### src/rtl/fetch_buffer.sv
// Instruction-fetch stage: fetch PC, credit-limited instruction-memory request
// channel, in-flight PC queue, and a DEPTH-entry {pc, instr} buffer drained by
// decode. A redirect flushes the buffer and arms a drop counter so that
// responses to requests issued before the redirect are discarded.
module fetch_buffer #(
  parameter int unsigned               ADDRESS_WIDTH = 32,
  parameter int unsigned               DEPTH         = 4,
  parameter logic [ADDRESS_WIDTH-1:0]  RESET_PC      = '0
) (
  input  logic                     clk_i,
  input  logic                     rst_i,
  input  logic                     redirect_i,
  input  logic [ADDRESS_WIDTH-1:0] redirect_pc_i,
  output logic                     imem_req_valid_o,
  output logic [ADDRESS_WIDTH-1:0] imem_req_addr_o,
  input  logic                     imem_req_ready_i,
  input  logic                     imem_rsp_valid_i,
  input  logic [ADDRESS_WIDTH-1:0] imem_rsp_data_i,
  output logic                     instr_valid_o,
  output logic [ADDRESS_WIDTH-1:0] instr_o,
  output logic [ADDRESS_WIDTH-1:0] instr_pc_o,
  input  logic                     instr_ready_i
);

  localparam int unsigned AW = ADDRESS_WIDTH;
  localparam int unsigned PW = (DEPTH > 1) ? $clog2(DEPTH) : 1;
  localparam int unsigned CW = $clog2(DEPTH + 1);
  localparam logic [CW:0]   DEPTH_L = (CW+1)'(DEPTH);
  localparam logic [AW-1:0] NOP     = AW'(32'h0000_0013);

  logic [AW-1:0] fetch_pc_q, fetch_pc_d;
  logic [AW-1:0] buf_pc_q   [DEPTH];
  logic [AW-1:0] buf_data_q [DEPTH];
  logic [AW-1:0] ifq_pc_q   [DEPTH];
  logic [PW-1:0] head_q, head_d, tail_q, tail_d;
  logic [PW-1:0] ifq_rd_q, ifq_rd_d, ifq_wr_q, ifq_wr_d;
  logic [CW-1:0] count_q, count_d;
  logic [CW-1:0] outstanding_q, outstanding_d;
  logic [CW-1:0] drop_q, drop_d;

  logic [CW:0] credit_sum;
  logic        req_valid;
  logic        req_fire;
  logic        rsp_drop;
  logic        rsp_live;
  logic        pop;
  logic        unused_pc_lsbs;

  assign unused_pc_lsbs = ^redirect_pc_i[1:0];

  // Buffered words plus every outstanding request (stale ones included) must
  // fit in the buffer, so a response can always be accepted.
  assign credit_sum = {1'b0, count_q} + {1'b0, outstanding_q};
  assign req_valid  = rst_i && !redirect_i && (credit_sum < DEPTH_L);
  assign req_fire   = req_valid && imem_req_ready_i;
  assign rsp_drop   = imem_rsp_valid_i && (drop_q != '0);
  assign rsp_live   = imem_rsp_valid_i && (drop_q == '0) && !redirect_i;
  assign pop        = (count_q != '0) && instr_ready_i && !redirect_i;

  assign imem_req_valid_o = req_valid;
  assign imem_req_addr_o  = fetch_pc_q;
  assign instr_valid_o    = (count_q != '0);
  assign instr_o          = instr_valid_o ? buf_data_q[head_q] : NOP;
  assign instr_pc_o       = instr_valid_o ? buf_pc_q[head_q]   : '0;

  // Next-state for PC, pointers and counters; redirect flushes everything.
  always_comb begin
    fetch_pc_d    = fetch_pc_q;
    head_d        = head_q;
    tail_d        = tail_q;
    ifq_rd_d      = ifq_rd_q;
    ifq_wr_d      = ifq_wr_q;
    count_d       = count_q;
    outstanding_d = outstanding_q;
    drop_d        = drop_q;
    if (redirect_i) begin
      fetch_pc_d    = {redirect_pc_i[AW-1:2], 2'b00};
      head_d        = '0;
      tail_d        = '0;
      ifq_rd_d      = '0;
      ifq_wr_d      = '0;
      count_d       = '0;
      // Everything still in flight is stale; a response arriving now is
      // discarded on the spot and does not need a drop credit.
      outstanding_d = outstanding_q - CW'(imem_rsp_valid_i);
      drop_d        = outstanding_q - CW'(imem_rsp_valid_i);
    end else begin
      if (req_fire) begin
        fetch_pc_d = fetch_pc_q + AW'(4);
        ifq_wr_d   = ifq_wr_q + PW'(1);
      end
      if (rsp_drop) begin
        drop_d = drop_q - CW'(1);
      end
      if (rsp_live) begin
        ifq_rd_d = ifq_rd_q + PW'(1);
        tail_d   = tail_q + PW'(1);
      end
      if (pop) begin
        head_d = head_q + PW'(1);
      end
      outstanding_d = outstanding_q + CW'(req_fire) - CW'(imem_rsp_valid_i);
      count_d       = count_q + CW'(rsp_live) - CW'(pop);
    end
  end

  // Control state register with synchronous active-low reset.
  always_ff @(posedge clk_i) begin
    if (!rst_i) begin
      fetch_pc_q    <= RESET_PC;
      head_q        <= '0;
      tail_q        <= '0;
      ifq_rd_q      <= '0;
      ifq_wr_q      <= '0;
      count_q       <= '0;
      outstanding_q <= '0;
      drop_q        <= '0;
    end else begin
      fetch_pc_q    <= fetch_pc_d;
      head_q        <= head_d;
      tail_q        <= tail_d;
      ifq_rd_q      <= ifq_rd_d;
      ifq_wr_q      <= ifq_wr_d;
      count_q       <= count_d;
      outstanding_q <= outstanding_d;
      drop_q        <= drop_d;
      assert (!imem_rsp_valid_i || (outstanding_q != '0));
    end
  end

  // Storage arrays carry only data, so they need no reset.
  always_ff @(posedge clk_i) begin
    if (req_fire) begin
      ifq_pc_q[ifq_wr_q] <= fetch_pc_q;
    end
    if (rst_i && rsp_live) begin
      buf_pc_q[tail_q]   <= ifq_pc_q[ifq_rd_q];
      buf_data_q[tail_q] <= imem_rsp_data_i;
    end
  end

endmodule

### config.mk
export PLATFORM = sky130hd
export DESIGN_NAME = fetch_buffer
export DESIGN_NICKNAME = d
export VERILOG_FILES = /design/src/rtl/fetch_buffer.sv
export SDC_FILE = /design/constraint.sdc
export NUM_CORES = 1
export LEC_CHECK = 0
export CAP_MARGIN = 20
export CORE_ASPECT_RATIO = 1.75
export CORE_MARGIN = 2
export CORE_UTILIZATION = 51
export CTS_CLUSTER_DIAMETER = 150
export CTS_CLUSTER_SIZE = 20
export DETAILED_ROUTE_END_ITERATION = 12
export HOLD_SLACK_MARGIN = 0.1
export PLACE_DENSITY = 0.82
export SYNTH_ARGS = -nofsm -noshare
export SYNTH_HDL_FRONTEND = slang
export SYNTH_SLANG_ARGS = --single-unit
### constraint.sdc
create_clock -name clk_i -period 3 [get_ports clk_i]
set_clock_uncertainty 0.1 [all_clocks]
set_input_delay 0.6 -clock clk_i [delete_from_list [all_inputs] [get_ports clk_i]]
set_output_delay 0.6 -clock clk_i [all_outputs]
set_load 0.05 [all_outputs]
### After elaboration in Yosys (flattened, before gate mapping)

Memories as Yosys holds them, arrays and structs flattened. A register that Yosys moved wholly into a read port is not among the register bits.
Cells that the tools add are included.

| storage, ports and cells | value |
|---|---|
| register bits after elaboration | 49 |
| latch bits | 0 |
| memory bits (writable) | 384 |
| ROM bits | 0 |
| input port bits | 70 |
| memories | 3 |

| cells by class | value |
|---|---|
| add/subtract/negate cells | 12 |
| $mul | 0 |
| div/mod/pow operators | 0 |
| order comparisons | 1 |
| equal/unequal tests | 0 |
| shift operators | 0 |
| muxes and demuxes | 17 |
| bitwise gates (word level) | 1 |
| reductions and logical operators | 16 |

Memory list:

| name | depth | bits a word | read ports | clocked after memory_dff | write ports | RTL line | source |
|---|---|---|---|---|---|---|---|
| buf_data_q | 4 | 32 | 1 | 1 | 1 | 33 | `logic [AW-1:0] buf_data_q [DEPTH];` |
| buf_pc_q | 4 | 32 | 1 | 1 | 1 | 32 | `logic [AW-1:0] buf_pc_q [DEPTH];` |
| ifq_pc_q | 4 | 32 | 1 | 1 | 1 | 34 | `logic [AW-1:0] ifq_pc_q [DEPTH];` |

Operators with widths:

| kind | count |
|---|---|
| two-way mux 32 bit | 4 |
| adder 32 x 3 -> 32 bit, second input constant | 1 |
| two-way mux 2 bit | 6 |
| logical AND 1 bit | 9 |
| two-way mux 3 bit | 3 |
| subtractor 3 x 1 -> 3 bit | 3 |
| adder 2 x 1 -> 2 bit, second input constant | 4 |
| adder 3 x 1 -> 3 bit | 2 |
| nonzero test 3 bit | 2 |
| adder 3 x 3 -> 4 bit | 1 |
| < comparator 4 x 3 -> 1 bit, second input constant | 1 |
| two-way mux 1 bit | 4 |
| nonzero test 2 bit | 2 |
| logical NOT 3 bit | 1 |
| subtractor 3 x 1 -> 3 bit, second input constant | 1 |
| OR reduction 2 bit | 1 |
| logical NOT 1 bit | 1 |
| inverter 1 bit | 1 |

### Depth between registers and ports, before layout

| logic depth | value |
|---|---|
| depth after elaboration | 7 |
| mapped depth | 15 |
| gate-level depth less buffers | 12 |

### Worst setup path after synthesis

OpenSTA, ideal clock, no wires.

| timing | value |
|---|---|
| path type | reg2reg |
| from | register count_q[2] |
| to | register outstanding_q[2] |
| data arrival time | 2957 ps |
| path slack | -185 ps |
| cell stages (with the launch flop) | 16 |
| buffers on the path | 3 |
| clock period less this slack | 3185 ps |
| cell sequence | dfxtp_1 > ha_1 > or3_1 > buf_2 > nor3_4 > inv_2 > buf_6 > buf_2 > ha_1 > inv_1 > ha_1 > fa_1 > xor2_1 > o21ai_0 > xnor2_1 > nor2_1 |

| between the ends | value |
|---|---|
| cells in the longest elaborated chain, start to end | 7 |

Ends and longest elaborated chain:

| what | RTL line | source |
|---|---|---|
| start, declared | 37 | `logic [CW-1:0] count_q, count_d;` |
| start signal, assigned | 124 | `count_q <= count_d;` |
| adder 3 x 3 -> 4 bit | 53 | `assign credit_sum = {1'b0, count_q} + {1'b0, outstanding_q};` |
| < comparator 4 x 3 -> 1 bit | 54 | `assign req_valid = rst_i && !redirect_i && (credit_sum < DEPTH_L);` |
| logical AND 1 bit | 54 |  |
| logical AND 1 bit | 55 | `assign req_fire = req_valid && imem_req_ready_i;` |
| adder 3 x 1 -> 3 bit | 102 | `outstanding_d = outstanding_q + CW'(req_fire) - CW'(imem_rsp_valid_i);` |
| subtractor 3 x 1 -> 3 bit | 102 |  |
| two-way mux 3 bit | 76 | `if (redirect_i) begin` |
| end signal, assigned | 125 | `outstanding_q <= outstanding_d;` |
| end, declared | 38 | `logic [CW-1:0] outstanding_q, outstanding_d;` |

No other way between the ends.
A chain may end at the register's enable or synchronous reset.

==> flow_summary.ini <==
[die]
io_pins = 168
coreArea_um2 = 32810
initial_utilization = 0.5149
die_y_um = 244.8
die_x_um = 141.6
die_area_um2 = 34660
rows = 88

[global_routing]
grt_max_degree = 62
gr-total-overflow = 0
grt_pass1_vias = 9728
antenna_found_initial = 0
grt_first_pass_wirelength_um = 53700
grt_usage = 0.2000

[cts]
cts-htree-levels = 1
cts_tree = yes
cts_sinks = 419
clock-root-buffer = clkbuf_16
cts_buffers = 24
clk_pin_slew_ns = 0.08
cts_buffer_depth = 3
worstSkewPairLatency_ns = 0.55

[finish]
final_nets = 1235
syn_to_final_growth_pct = 18.77
drive_above_1_share = 0.2298
layout_commonest_cell = edfxtp_1
final_util = 0.6115
final_cell_mix = edfxtp_1 (368), buf_4 (106), clkdlybuf4s50_1 (97)
fillers = 2348
n_antenna_cell = 0

[route]
wl_per_cell_um = 22.07
first_iter_violations = 681
vias = 9339
first_pass_iters = 6
ant_nets = 0
wl_um = 34580
viasPerCell = 5.960
route.detailed.drc = 0

[synthesis]
muxShareOfSynthArea = 0.1232
ys_ff_latch = 419
synthAdderAreaFrac = 0.01644
async_flop_share = 0
synth-edff-count = 368
ys_seq_area_frac = 0.7145
synth_ff_type = edfxtp_1
synth_cell_type_count = 70
synth_compound_area_frac = 0.03814
synth_top_family_by_area = multiplexers
syn-cell-area_um2 = 16890
synthSimpleGateAreaFrac = 0.08087
syn_inst = 949
synth_warnings = 0
synth_xor_area_frac = 0.006739
syn_area_per_cell_um2 = 17.80

[min_path]
hp-class = flop to flop
min_from = ifq_wr_q[1]

[placement]
numPortBuffers = 161
dp_hpwl_um = 23350
place_congestion = 0.8808
place_ws_ns = -0.1350

[sta]
rsz0062_at_grt = false
period_share = 0.9604
max_freq_mhz = 347.1
slew_headroom = 0.6213
drv_slew = 0
setup_viol = 0
hold_viol_final = 0
period_needed_ns = 2.881
timing.final.ws_setup_ns = 0.1188
tightest_slew_ns = 0.5681

[setup_path]
crit_family = multiplexers
endpoint_kind = primary output
r2r_start = count_q[1]
max_stage_delay_ns = 0.50
crit_type = flop to primary output
required_ns = 2.30
cp.arrival_ns = 2.18
cp_max_fo = 17
critPathBufInv = 2
path_cells = buf_12 > mux4_2 > or2_2 > buf_4
r2r-end = outstanding_q[2]
cp_slowest_cell = mux4_2
crit_path_end = instr_o[4]
rr_worst_depth = 12
crit_cells = 4
cp-start-kind = flop
rrSetupSlack_ns = 0.23

[job]
max_cap_viol_count = 0

[outcome]
status = finished clean

[power_and_ir_drop]
vdd_drop_max_mv = 0.3341
power_density_nw_per_um2 = 542.2
cellLeakagePower_nw = 6.491
==> final cells by class <==
cell class,instances,area [µm²],area share
Tap cell,405,506.7,0.02525
Timing Repair Buffer,224,2178,0.1086
Clock buffer,44,696.9,0.03473
Multi-Input combinational cell,454,4524,0.2255
Inverter,21,78.83,0.003928
Sequential cell,419,12080,0.6020
==> stage by stage <==
| stage | TNS (ns) | hold WS [ns] | total power, mW | instances | area, µm² |
|---|---|---|---|---|---|
| after global placement | -0.1669 | 0.3847 | 7.675 | 1520 | 19340 |
| after global routing | 0 | 0.4530 | 11.22 | 1567 | 20070 |
| after detailed placement | -0.1885 | 0.4181 | 7.713 | 1520 | 19340 |
| after floorplan | -0.02760 | 0.3692 | 7.281 | 952 | 16940 |
| final | 0 | 0.4258 | 10.88 | 1567 | 20070 |
| after CTS | 0 | 0.4308 | 10.97 | 1567 | 20060 |
==> worst min-delay path by stage <==
stage,to,slack [ns],cells past startpoint
2_1_floorplan,ifq_wr_q[1],0.37,2
3_3_place_gp,ifq_wr_q[1],0.38,2
3_5_place_dp,ifq_wr_q[1],0.42,2
4_1_cts,ifq_wr_q[1],0.43,2
5_1_grt,ifq_wr_q[1],0.45,2
6_report,ifq_wr_q[1],0.43,2
==> logic make-up after synthesis <==
| kind of cell | count (synthesis) |
|---|---|
| simple gates | 232 |
| buf+inv | 79 |
| fa+ha+maj | 21 |
| xor+xnor | 13 |
| flops | 419 |
| mux | 93 |
| other cells | 1 |
| compound gates | 91 |
==> per-layer routing <==
layer / track usage / part of all wire / up-vias
met3: 0.01795 / 0.044 / 85
met2: 0.3631 / 0.54 / 339
met1: 0.2440 / 0.38 / 4741
met4: 0.08500 / 0.041 / 0
li1: - / - / 4174
met5: 0 / 0 / -
==> report_power, final <==
| group | switching [mW] | internal, mW |
|---|---|---|
| clock | 1.72 | 1.57 |
| combinational | 0.622 | 0.414 |
| sequential | 0.0999 | 6.45 |
| total | 2.44 | 8.43 |
==> worst register-to-register path, delay by kind of cell, from the launching register on <==
kind            cells  cell delay [ns]
simple gates        3             0.57
fa+ha+maj           4             1.05
compound gates      1             0.16
xor+xnor            2             0.29
buf+inv             2             0.09
flops               1             0.41
==> synth_stat cells, drive strengths merged (3+ instances only) <==
master | count | area [µm²]
edfxtp | 368 | 11050
mux4 | 92 | 2072
and2 | 72 | 450.4
dfxtp | 51 | 1021
clkbuf | 35 | 132.6
nand2 | 32 | 120.1
buf | 23 | 123.9
nor2 | 22 | 82.58
inv | 20 | 75.07
nand3 | 20 | 100.1
ha | 19 | 237.7
a21oi | 18 | 90.09
nand4 | 18 | 118.9
o21ai | 12 | 60.06
or4 | 12 | 90.09
xnor2 | 11 | 96.34
a31oi | 9 | 56.30
nor3 | 9 | 56.31
o211ai | 9 | 67.56
and4 | 7 | 61.31
and3 | 6 | 37.54
or2 | 6 | 37.54
nor4 | 5 | 31.28
or3 | 5 | 31.28
a211oi | 4 | 30.03
a311oi | 4 | 35.03
nand2b | 4 | 25.02
nand3b | 4 | 30.03
o31ai | 4 | 30.03
o21a | 3 | 22.52
o311ai | 3 | 26.28
o41ai | 3 | 26.28
==> flip-flops by register name, summed over array words and instances (netlist names), named ones only <==
| signal | flops |
|---|---|
| outstanding_q | 3 |
| tail_q | 2 |
| imem_req_addr_o | 30 |
| buf_data_q | 128 |
| ifq_rd_q | 2 |
| buf_pc_q | 120 |
| ifq_pc_q | 120 |
| count_q | 3 |
| head_q | 2 |
| ifq_wr_q | 2 |
| drop_q | 3 |
==> what timing repair did <==
action                     4_1_cts  5_1_grt
hold endpoints to repair         0        0
setup endpoints to repair        3        1
resized for setup                1        2
buffers inserted                 3        0
hold buffers                     0        0
Note: power is estimated with default switching activity, not from simulation.
